--- src/rtl/fp_mul_pipe_if.sv ---
// Operand/result handshake bundle for fp_mul_pipe.
// The master side (producer/consumer) drives operands and out_ready; the core is the slave.
interface fp_mul_pipe_if #(
  parameter int unsigned EXP_W = 8,
  parameter int unsigned MAN_W = 23,
  parameter int unsigned TAG_W = 4
);
  localparam int unsigned W = 1 + EXP_W + MAN_W;

  logic             in_valid;
  logic             in_ready;
  logic [2:0]       r_mode;
  logic [W-1:0]     fp_X;
  logic [W-1:0]     fp_Y;
  logic [TAG_W-1:0] in_tag;

  logic             out_valid;
  logic             out_ready;
  logic [W-1:0]     fp_Z;
  logic             ovrf;
  logic             udrf;
  logic [TAG_W-1:0] out_tag;

  modport master (
    output in_valid, r_mode, fp_X, fp_Y, in_tag, out_ready,
    input  in_ready, out_valid, fp_Z, ovrf, udrf, out_tag
  );

  modport slave (
    input  in_valid, r_mode, fp_X, fp_Y, in_tag, out_ready,
    output in_ready, out_valid, fp_Z, ovrf, udrf, out_tag
  );
endinterface

--- src/rtl/fp_mul_pipe.sv ---
// Pipelined floating-point multiplier: input capture, classify/exponent, significand product,
// then normalise/round/pack. Global stall on output backpressure; subnormals flush to zero.
module fp_mul_pipe #(
  parameter int unsigned EXP_W = 8,
  parameter int unsigned MAN_W = 23,
  parameter int unsigned TAG_W = 4
) (
  input logic           clk,
  input logic           rst_n,
  fp_mul_pipe_if.slave  bus
);
  localparam int unsigned W  = 1 + EXP_W + MAN_W;
  localparam int unsigned EW = EXP_W + 2;
  localparam int unsigned PW = 2 * MAN_W + 2;

  localparam logic signed [EW-1:0] Bias   = EW'((1 << (EXP_W - 1)) - 1);
  localparam logic signed [EW-1:0] ExpOvf = EW'((1 << EXP_W) - 1);
  localparam logic [EXP_W-1:0]     ExpOnes = {EXP_W{1'b1}};
  localparam logic [EXP_W-1:0]     ExpMax  = {{(EXP_W-1){1'b1}}, 1'b0};

  localparam logic [2:0] RmRne = 3'd0;
  localparam logic [2:0] RmRz  = 3'd1;
  localparam logic [2:0] RmRdn = 3'd2;
  localparam logic [2:0] RmRup = 3'd3;
  localparam logic [2:0] RmRmm = 3'd4;

  typedef enum logic [1:0] {ClsNorm, ClsZero, ClsInf, ClsNan} cls_e;

  logic w_advance;
  assign w_advance    = !bus.out_valid || bus.out_ready;
  assign bus.in_ready = w_advance && rst_n;

  // Input capture
  logic             r_in_valid;
  logic [W-1:0]     r_in_x;
  logic [W-1:0]     r_in_y;
  logic [2:0]       r_in_mode;
  logic [TAG_W-1:0] r_in_tag;

  // Stage 1: classify, sign, exponent sum
  logic [EXP_W-1:0]     w_ex, w_ey;
  logic [MAN_W-1:0]     w_fx, w_fy;
  logic                 w_x_zero, w_x_inf, w_x_nan;
  logic                 w_y_zero, w_y_inf, w_y_nan;
  cls_e                 w_s1_cls;
  logic signed [EW-1:0] w_s1_exp;
  logic [2:0]           w_s1_mode;

  always_comb begin
    w_ex     = r_in_x[W-2 -: EXP_W];
    w_ey     = r_in_y[W-2 -: EXP_W];
    w_fx     = r_in_x[MAN_W-1:0];
    w_fy     = r_in_y[MAN_W-1:0];
    // A zero exponent field covers both true zero and flushed subnormals.
    w_x_zero = (w_ex == '0);
    w_y_zero = (w_ey == '0);
    w_x_inf  = (w_ex == ExpOnes) && (w_fx == '0);
    w_y_inf  = (w_ey == ExpOnes) && (w_fy == '0);
    w_x_nan  = (w_ex == ExpOnes) && (w_fx != '0);
    w_y_nan  = (w_ey == ExpOnes) && (w_fy != '0);

    w_s1_cls = ClsNorm;
    if (w_x_nan || w_y_nan || (w_x_inf && w_y_zero) || (w_y_inf && w_x_zero)) begin
      w_s1_cls = ClsNan;
    end else if (w_x_inf || w_y_inf) begin
      w_s1_cls = ClsInf;
    end else if (w_x_zero || w_y_zero) begin
      w_s1_cls = ClsZero;
    end

    w_s1_exp  = EW'(w_ex) + EW'(w_ey) - Bias;
    w_s1_mode = (r_in_mode > RmRmm) ? RmRne : r_in_mode;
  end

  logic                 r_s1_valid;
  logic                 r_s1_sign;
  logic signed [EW-1:0] r_s1_exp;
  logic [MAN_W:0]       r_s1_mx;
  logic [MAN_W:0]       r_s1_my;
  cls_e                 r_s1_cls;
  logic [2:0]           r_s1_mode;
  logic [TAG_W-1:0]     r_s1_tag;

  // Stage 2: significand product
  logic [PW-1:0] w_prod;
  assign w_prod = PW'(r_s1_mx) * PW'(r_s1_my);

  logic                 r_s2_valid;
  logic                 r_s2_sign;
  logic signed [EW-1:0] r_s2_exp;
  logic [PW-1:0]        r_s2_prod;
  cls_e                 r_s2_cls;
  logic [2:0]           r_s2_mode;
  logic [TAG_W-1:0]     r_s2_tag;

  // Stage 3: normalise, round, range check, pack
  logic                 w_msb;
  logic [PW-2:0]        w_norm;
  logic [MAN_W-1:0]     w_frac;
  logic                 w_guard, w_sticky, w_inc;
  logic [MAN_W:0]       w_rnd;
  logic signed [EW-1:0] w_exp;
  logic [W-1:0]         w_z;
  logic                 w_ov, w_ud;

  always_comb begin
    w_msb    = r_s2_prod[PW-1];
    w_norm   = w_msb ? r_s2_prod[PW-2:0] : {r_s2_prod[PW-3:0], 1'b0};
    w_frac   = w_norm[PW-2 -: MAN_W];
    w_guard  = w_norm[MAN_W];
    w_sticky = |w_norm[MAN_W-1:0];

    case (r_s2_mode)
      RmRz:    w_inc = 1'b0;
      RmRdn:   w_inc = r_s2_sign && (w_guard || w_sticky);
      RmRup:   w_inc = !r_s2_sign && (w_guard || w_sticky);
      RmRmm:   w_inc = w_guard;
      default: w_inc = w_guard && (w_sticky || w_frac[0]);
    endcase

    // Carry-out means the significand rounded up to 2.0; the fraction field is then zero.
    w_rnd = {1'b0, w_frac} + (MAN_W + 1)'(w_inc);
    w_exp = r_s2_exp + EW'(w_msb) + EW'(w_rnd[MAN_W]);

    w_z  = '0;
    w_ov = 1'b0;
    w_ud = 1'b0;
    case (r_s2_cls)
      ClsNan:  w_z = {1'b0, ExpOnes, 1'b1, {(MAN_W-1){1'b0}}};
      ClsInf:  w_z = {r_s2_sign, ExpOnes, {MAN_W{1'b0}}};
      ClsZero: w_z = {r_s2_sign, {(W-1){1'b0}}};
      default: begin
        if (w_exp >= ExpOvf) begin
          w_ov = 1'b1;
          if ((r_s2_mode == RmRz) || (r_s2_mode == RmRup && r_s2_sign) ||
              (r_s2_mode == RmRdn && !r_s2_sign)) begin
            w_z = {r_s2_sign, ExpMax, {MAN_W{1'b1}}};
          end else begin
            w_z = {r_s2_sign, ExpOnes, {MAN_W{1'b0}}};
          end
        end else if (w_exp[EW-1] || (w_exp == '0)) begin
          w_ud = 1'b1;
          w_z  = {r_s2_sign, {(W-1){1'b0}}};
        end else begin
          w_z = {r_s2_sign, w_exp[EXP_W-1:0], w_rnd[MAN_W-1:0]};
        end
      end
    endcase
  end

  logic             r_out_valid;
  logic [W-1:0]     r_fp_z;
  logic             r_ovrf;
  logic             r_udrf;
  logic [TAG_W-1:0] r_out_tag;

  // Valid bits and visible outputs carry the reset; the datapath only needs advance.
  always_ff @(posedge clk) begin
    if (!rst_n) begin
      r_in_valid  <= 1'b0;
      r_s1_valid  <= 1'b0;
      r_s2_valid  <= 1'b0;
      r_out_valid <= 1'b0;
      r_fp_z      <= '0;
      r_ovrf      <= 1'b0;
      r_udrf      <= 1'b0;
      r_out_tag   <= '0;
    end else if (w_advance) begin
      r_in_valid  <= bus.in_valid;
      r_s1_valid  <= r_in_valid;
      r_s2_valid  <= r_s1_valid;
      r_out_valid <= r_s2_valid;
      r_fp_z      <= w_z;
      r_ovrf      <= w_ov;
      r_udrf      <= w_ud;
      r_out_tag   <= r_s2_tag;
    end
  end

  always_ff @(posedge clk) begin
    if (w_advance) begin
      r_in_x    <= bus.fp_X;
      r_in_y    <= bus.fp_Y;
      r_in_mode <= bus.r_mode;
      r_in_tag  <= bus.in_tag;

      r_s1_sign <= r_in_x[W-1] ^ r_in_y[W-1];
      r_s1_exp  <= w_s1_exp;
      r_s1_mx   <= {1'b1, w_fx};
      r_s1_my   <= {1'b1, w_fy};
      r_s1_cls  <= w_s1_cls;
      r_s1_mode <= w_s1_mode;
      r_s1_tag  <= r_in_tag;

      r_s2_sign <= r_s1_sign;
      r_s2_exp  <= r_s1_exp;
      r_s2_prod <= w_prod;
      r_s2_cls  <= r_s1_cls;
      r_s2_mode <= r_s1_mode;
      r_s2_tag  <= r_s1_tag;
    end
  end

  assign bus.out_valid = r_out_valid;
  assign bus.fp_Z      = r_fp_z;
  assign bus.ovrf      = r_ovrf;
  assign bus.udrf      = r_udrf;
  assign bus.out_tag   = r_out_tag;
endmodule

--- src/flat_wrapper.sv ---
// flat-port wrapper written by rule: the top's interface ports become plain ports
module fp_mul_pipe_flat 
#(
  parameter int unsigned EXP_W = 8,
  parameter int unsigned MAN_W = 23,
  parameter int unsigned TAG_W = 4
)
  (clk, rst_n, bus_in_valid, bus_r_mode, bus_fp_X, bus_fp_Y, bus_in_tag, bus_out_ready, bus_in_ready, bus_out_valid, bus_fp_Z, bus_ovrf, bus_udrf, bus_out_tag);
  fp_mul_pipe_if #(.EXP_W(EXP_W), .MAN_W(MAN_W), .TAG_W(TAG_W)) bus_i ();
  input logic clk;
  input logic rst_n;
  input wire logic [$bits(bus_i.in_valid)-1:0] bus_in_valid;
  input wire logic [$bits(bus_i.r_mode)-1:0] bus_r_mode;
  input wire logic [$bits(bus_i.fp_X)-1:0] bus_fp_X;
  input wire logic [$bits(bus_i.fp_Y)-1:0] bus_fp_Y;
  input wire logic [$bits(bus_i.in_tag)-1:0] bus_in_tag;
  input wire logic [$bits(bus_i.out_ready)-1:0] bus_out_ready;
  output wire logic [$bits(bus_i.in_ready)-1:0] bus_in_ready;
  output wire logic [$bits(bus_i.out_valid)-1:0] bus_out_valid;
  output wire logic [$bits(bus_i.fp_Z)-1:0] bus_fp_Z;
  output wire logic [$bits(bus_i.ovrf)-1:0] bus_ovrf;
  output wire logic [$bits(bus_i.udrf)-1:0] bus_udrf;
  output wire logic [$bits(bus_i.out_tag)-1:0] bus_out_tag;
  assign bus_i.in_valid = bus_in_valid;
  assign bus_i.r_mode = bus_r_mode;
  assign bus_i.fp_X = bus_fp_X;
  assign bus_i.fp_Y = bus_fp_Y;
  assign bus_i.in_tag = bus_in_tag;
  assign bus_i.out_ready = bus_out_ready;
  assign bus_in_ready = bus_i.in_ready;
  assign bus_out_valid = bus_i.out_valid;
  assign bus_fp_Z = bus_i.fp_Z;
  assign bus_ovrf = bus_i.ovrf;
  assign bus_udrf = bus_i.udrf;
  assign bus_out_tag = bus_i.out_tag;
  fp_mul_pipe #(.EXP_W(EXP_W), .MAN_W(MAN_W), .TAG_W(TAG_W)) u_core (.clk(clk), .rst_n(rst_n), .bus(bus_i));
endmodule
--- config.mk ---
export PLATFORM = sky130hd
export DESIGN_NAME = fp_mul_pipe_flat
export DESIGN_NICKNAME = d
export VERILOG_FILES = /design/src/rtl/fp_mul_pipe_if.sv /design/src/rtl/fp_mul_pipe.sv /design/src/flat_wrapper.sv
export SDC_FILE = /design/constraint.sdc
export NUM_CORES = 2
export LEC_CHECK = 0
export ABC_CLOCK_PERIOD_IN_PS = 12400
export CORE_MARGIN = 2
export CORE_UTILIZATION = 42
export DETAILED_ROUTE_END_ITERATION = 7
export SLEW_MARGIN = 0
export SYNTH_ARGS = -nofsm -noshare
export SYNTH_HDL_FRONTEND = slang
export SYNTH_SLANG_ARGS = --single-unit
--- constraint.sdc ---
create_clock -name clk -period 12.4 [get_ports clk]
set_input_delay 1.24 -clock clk [delete_from_list [all_inputs] [get_ports clk]]
set_output_delay 1.24 -clock clk [all_outputs]
set_load 0.02 [all_outputs]
# [After elaboration in Yosys (flattened, before gate mapping)]
# Cells that the tools add are included.
[totals] register_bits=247 in_bits=75 out_inout_bits=40 wordCells=92
[classes] addsub=5 n_mul=1 order_cmp=2 n_eq_ne=9 mux=13 bitwise_logic=1 reduce_logical=35
[op_table] op="$pmux 32 s3" count=1
[op_table] op="$mux 31" count=2
[op_table] op="$mul 24x24->48" count=1
[op_table] op="$mux 47" count=1
[op_table] op="$logic_not 23->1" count=2
[op_table] op="$reduce_bool 23->1" count=2
[op_table] op="$add 23x1->24" count=1
[op_table] op="$mux 24" count=1
[op_table] op="$reduce_or 23->1" count=1
[op_table] op="$add 10x1->10" count=2
[op_table] op="$eq 8x8->1 const B" count=2
[op_table] op="$logic_not 8->1" count=2
[op_table] op="$logic_and 1x1->1" count=12
[op_table] op="$logic_or 1x1->1" count=11
[op_table] op="$ge 10x9->1 const B" count=1
[op_table] op="$logic_not 10->1" count=1
[op_table] op="$sub 10x7->10 const B" count=1
[op_table] op="$add 8x8->9" count=1
[op_table] op="$mux 1" count=7
[op_table] op="$eq 3x2->1 const B" count=2
[op_table] op="$eq 2x2->1 const B" count=2
[op_table] op="$pmux 1 s4" count=1
[op_table] op="$eq 3x1->1 const B" count=1
[op_table] op="$eq 3x3->1 const B" count=1
[op_table] op="6 further kinds" count=7

# [Longest topological paths before layout]
[depth] depth_word=12 depth_mapped=26 depth_no_buf=24

# [Least setup slack after synthesis]
# OpenSTA, ideal clock, no wires.
[synth_timing] path_type="input -> register" from="in bus_out_ready" to="reg u_core.r_fp_z[30], in the netlist u_core.bus.fp_Z[30]" setup_ps=94 arrival_ps=7739 required_ps=12306 slack_ps=4567 cell_stages=5 n_path_buf=1 path_cell_list="nor2b_1 > inv_1 > buf_1 > o21ai_0 > a21oi_1"
[synth_between] elab_chain_cells=1
[synth_lines] item="start, declared" line_no="flat_wrapper.sv:17" text="input wire logic [$bits(bus_i.out_ready)-1:0] bus_out_ready;"
[synth_lines] item="$logic_or 1x1->1" line_no="fp_mul_pipe.sv:30" text="assign w_advance = !bus.out_valid || bus.out_ready;"
[synth_lines] item="end signal, assigned" line_no="fp_mul_pipe.sv:173" text="r_fp_z <= w_z;"
[synth_lines] item="end, declared" line_no="fp_mul_pipe.sv:152" text="logic [W-1:0] r_fp_z;"
# Every way passes these cells.
# A chain may end at the register's enable or synchronous reset.

# [Final worst setup path]
[layout_timing] from="reg u_core.r_s1_mx[7]" to="reg u_core.r_s2_prod[40] (data pin)"
[layout_between] elab_chain_cells=1
[layout_lines] item="start, declared" line_no="fp_mul_pipe.sv:78" text="logic [MAN_W:0] r_s1_mx;"
[layout_lines] item="start signal, assigned" line_no="fp_mul_pipe.sv:189" text="r_s1_mx <= {1'b1, w_fx};"
[layout_lines] item="$mul 24x24->48" line_no="fp_mul_pipe.sv:86" text="assign w_prod = PW'(r_s1_mx) * PW'(r_s1_my);"
[layout_lines] item="via u_core.w_prod[40]" line_no="fp_mul_pipe.sv:85" text="logic [PW-1:0] w_prod;"
[layout_lines] item="end signal, assigned" line_no="fp_mul_pipe.sv:197" text="r_s2_prod <= w_prod;"
[layout_lines] item="end, declared" line_no="fp_mul_pipe.sv:91" text="logic [PW-1:0] r_s2_prod;"
# The timed path passes the listed nets, and every way through them passes these cells.

==> metrics.txt <==
status finished, final reports clean; WP data arrival 8.42 ns; kind of critical path reg2reg; CTS clk-pin slew, worst paths 0.06 ns; CTS Buf Count 29; final instance area 31500 um2; Yosys cell types between 70 and 80; largest family of logic cells by synthesized area adder cells; Initial Util 42.43%; CP delay by family, top adder cells; Synth area leader fa_1; initial antenna violation count 0; Setup-failing EPs final 0; Cell Count, Final, Fillers Out 3790; fraction of registers with async set/reset 0%; critical path depth 24; WP buf/inv 7; crit path capture type flop; Routed WL per cell 20.10 um; Adder-Cell Fraction of Synth Area 42.09%; RD Place Congestion 0.9181; Syn Inst Count 2845; simple-gate share of the synthesized area 14.47%; drt drc 0; first-pass GRT wire length 120700 um; Root Buffer clkbuf_16; netlist area before placement 28550 um2; average size of a mapped cell 10.03 um2; Final Hold Vio Count 0; area share of the largest cell type after synthesis ~34%; FF+latch count, synth 247; final WL ~76000 um; met1 Usage GRT a little under a third; Antenna Nets Post-Route 0; dpl cells ~3700; setup TNS 0 ns; Ant. Diodes 0; clock skew 0.02937 ns; mux share of post-synthesis cell area less than 1%; htree depth 1; Yosys warning total 0; layout cells sized above 1 3.531%; Worst R2R Path Depth 24; Ports 115; DP Area 30510 um2; GRT Util Overall around 22%; dominant cells by area after synthesis fa_1, edfxtp_1, ha_1, inv_1, and2_1; Clk Latency, worst-skew pair 0.60 ns; met2 usage a little over a third; CP max stage delay 1.09 ns; Die Span Y around 260 um; # resized after CTS 0; quantity of I/O buffers inserted on ports approximately 110; fin nets 3639; Initial DRC Count 1178; Critical R2R Capture u_core.r_s2_prod[40]; compound-cell area share of the yosys netlist 5.724%; Via-to-Cell Ratio 5.209; Crit path required time 12.70 ns; max-cap violations 0; worst slew pin tran between 1 and 1.5 ns; CP startpoint u_core.r_s1_mx[7]; Critical Path End u_core.r_s2_prod[40]; Die W 264.7 um; RSZ-0062 raised after global routing no; Setup crit start kind flop; Worst R2R Setup Slack 4.27 ns; number of global-route vias before repair 21420; cts hold-fix bufs 0; period utilization 65.53%; EDFF count, synth 205; register area share after synthesis 24.51%; Max-slew headroom 7.335%; slowest CP cell edfxtp_1; busiest grt layer met2; fin util a little under half; global route overflow 0; DP HPWL about 58000 um; xor/xnor share of the synthesized area 2.853%; clock sinks between 200 and 250; Hold Crit Class reg2reg; largest net degree at the start of global routing 149; Die Footprint 70070 um2; min cycle time layout 8.125 ns; row count 95; Clock Tree Buf Depth 3; syn_nets 3590; CTS tree yes; vias 19740; 1st-pass router iterations 5; met3 Track Usage GR 4.710%; core area 67280 um2; predominant post-synthesis flop cell edfxtp_1; Reg2Reg Launch Point u_core.r_s1_mx[7]; cells along the critical path inv_1 > nor2_1 > fa_1 > inv_1 > fa_1 > inv_1 > fa_1 > inv_1 > fa_1 > inv_1 > fa_1 > fa_1 > inv_1 > fa_1 > inv_1 > ha_1 > and3_1 > and3_1 > a22oi_1 > a21oi_1 > o21ai_0 > nand3b_1 > a31oi_1 > xnor2_1; most numerous cell in the Yosys netlist inv_1; synthesis-to-layout area growth 10.35%; max-slew violation count 0; crit-path max FO 21; post-CTS setup buffer count 0; max frequency 123.1 MHz; top cells by count, synth inv_1, fa_1, nand2_1
[how the worst min path moves through the flow]
stage / end / cells after the start / startpoint / slack, ns
2_1_floorplan: u_core.r_s1_tag[0] / 0 / u_core.r_in_tag[0] / 0.40
3_3_place_gp: u_core.r_s1_tag[2] / 0 / u_core.r_in_tag[2] / 0.40
3_5_place_dp: u_core.r_s2_mode[1] / 0 / u_core.r_s1_mode[1] / 0.40
4_1_cts: u_core.r_s2_mode[1] / 0 / u_core.r_s1_mode[1] / 0.41
5_1_grt: u_core.r_s2_mode[1] / 0 / u_core.r_s1_mode[1] / 0.42
6_report: u_core.r_s2_mode[1] / 0 / u_core.r_s1_mode[1] / 0.41
[cell type report]
class	count	area, um2
fill	6300	35770
multi-input combinational	1883	18850
sequential	247	6997
inverter	594	2237
timing repair buffer	139	1329
tap	873	1092
clock buffer	37	818.3
clock inverter	17	175.2
[kinds of logic (layout without fill, tap and decap cells)]
family / count (synthesis) / count (layout)
AO/OA/AOI/OAI: 267 / 267
buffers and inverters: 715 / 787
AND/OR/NAND/NOR: 829 / 829
multiplexers: 24 / 24
flip-flops: 247 / 247
XOR/XNOR: 93 / 93
adder cells (fa/ha/maj): 670 / 670
[flip-flops by register name, summed over array words and instances (netlist names), 2 cells and up]
register            flops
u_core.bus.fp_Z        32
u_core.bus.out_tag      4
u_core.r_in_mode        3
u_core.r_in_tag         4
u_core.r_in_x          32
u_core.r_in_y          32
u_core.r_s1_cls         2
u_core.r_s1_exp        10
u_core.r_s1_mode        3
u_core.r_s1_mx         23
u_core.r_s1_my         23
u_core.r_s1_tag         4
u_core.r_s2_cls         2
u_core.r_s2_exp        10
u_core.r_s2_mode        3
u_core.r_s2_prod       48
u_core.r_s2_tag         4
[per-stage QoR]
stage | hold WS [ns] | worst slack [ns]
after global routing | 0.4165 | 3.971
final | 0.4095 | 4.275
after global placement | 0.4006 | 4.526
after detailed placement | 0.4045 | 4.478
after floorplan | 0.4003 | 4.567
after CTS | 0.4098 | 4.416
[metal layers]
| layer | share of wire, % | wire [um] | vias up |
|---|---|---|---|
| li1 | - | - | 8917 |
| met1 | 43 | 32740 | 9931 |
| met2 | 45 | 34470 | 745 |
| met3 | 8.3 | 6351 | 148 |
| met4 | 3.4 | 2619 | 0 |
| met5 | 0 | 0 | - |
[worst register-to-register path: cells and delay by family, from the launching register on]
| kind | cells | cell delay [ns] |
|---|---|---|
| DFF | 1 | 1.09 |
| buffers and inverters | 7 | 0.99 |
| xor gates and xnor gates | 1 | 0.13 |
| adders and majority gates | 8 | 3.43 |
| AOI/OAI and AO/OA | 4 | 1.24 |
| and+or+nand+nor | 4 | 0.93 |
[placed cells by master (no fill, tap or decap), types with 6 or more instances in the layout]
master | synthesis | routed
a211oi_1 | 11 | 11
a21o_1 | 29 | 29
a21oi_1 | 99 | 99
a31oi_1 | 14 | 14
and2_1 | 251 | 251
and3_1 | 16 | 16
buf_4 | 2 | 25
clkbuf_16 | 0 | 31
clkdlybuf4s50_1 | 0 | 114
clkinv_2 | 0 | 6
dfxtp_1 | 42 | 42
edfxtp_1 | 205 | 205
fa_1 | 484 | 484
ha_1 | 186 | 186
inv_1 | 590 | 589
mux2_2 | 8 | 8
mux2i_1 | 15 | 15
nand2_1 | 342 | 342
nand3_1 | 31 | 31
nand4_1 | 17 | 17
nor2_1 | 88 | 88
nor2b_1 | 12 | 11
nor3_1 | 19 | 19
nor4_1 | 19 | 19
o21ai_0 | 58 | 58
o21bai_1 | 12 | 12
or2_2 | 6 | 6
xnor2_1 | 61 | 61
xor2_1 | 32 | 32
Power is not shown: default switching activity piles up to over one toggle a cycle in this logic, so the estimate is an artifact.
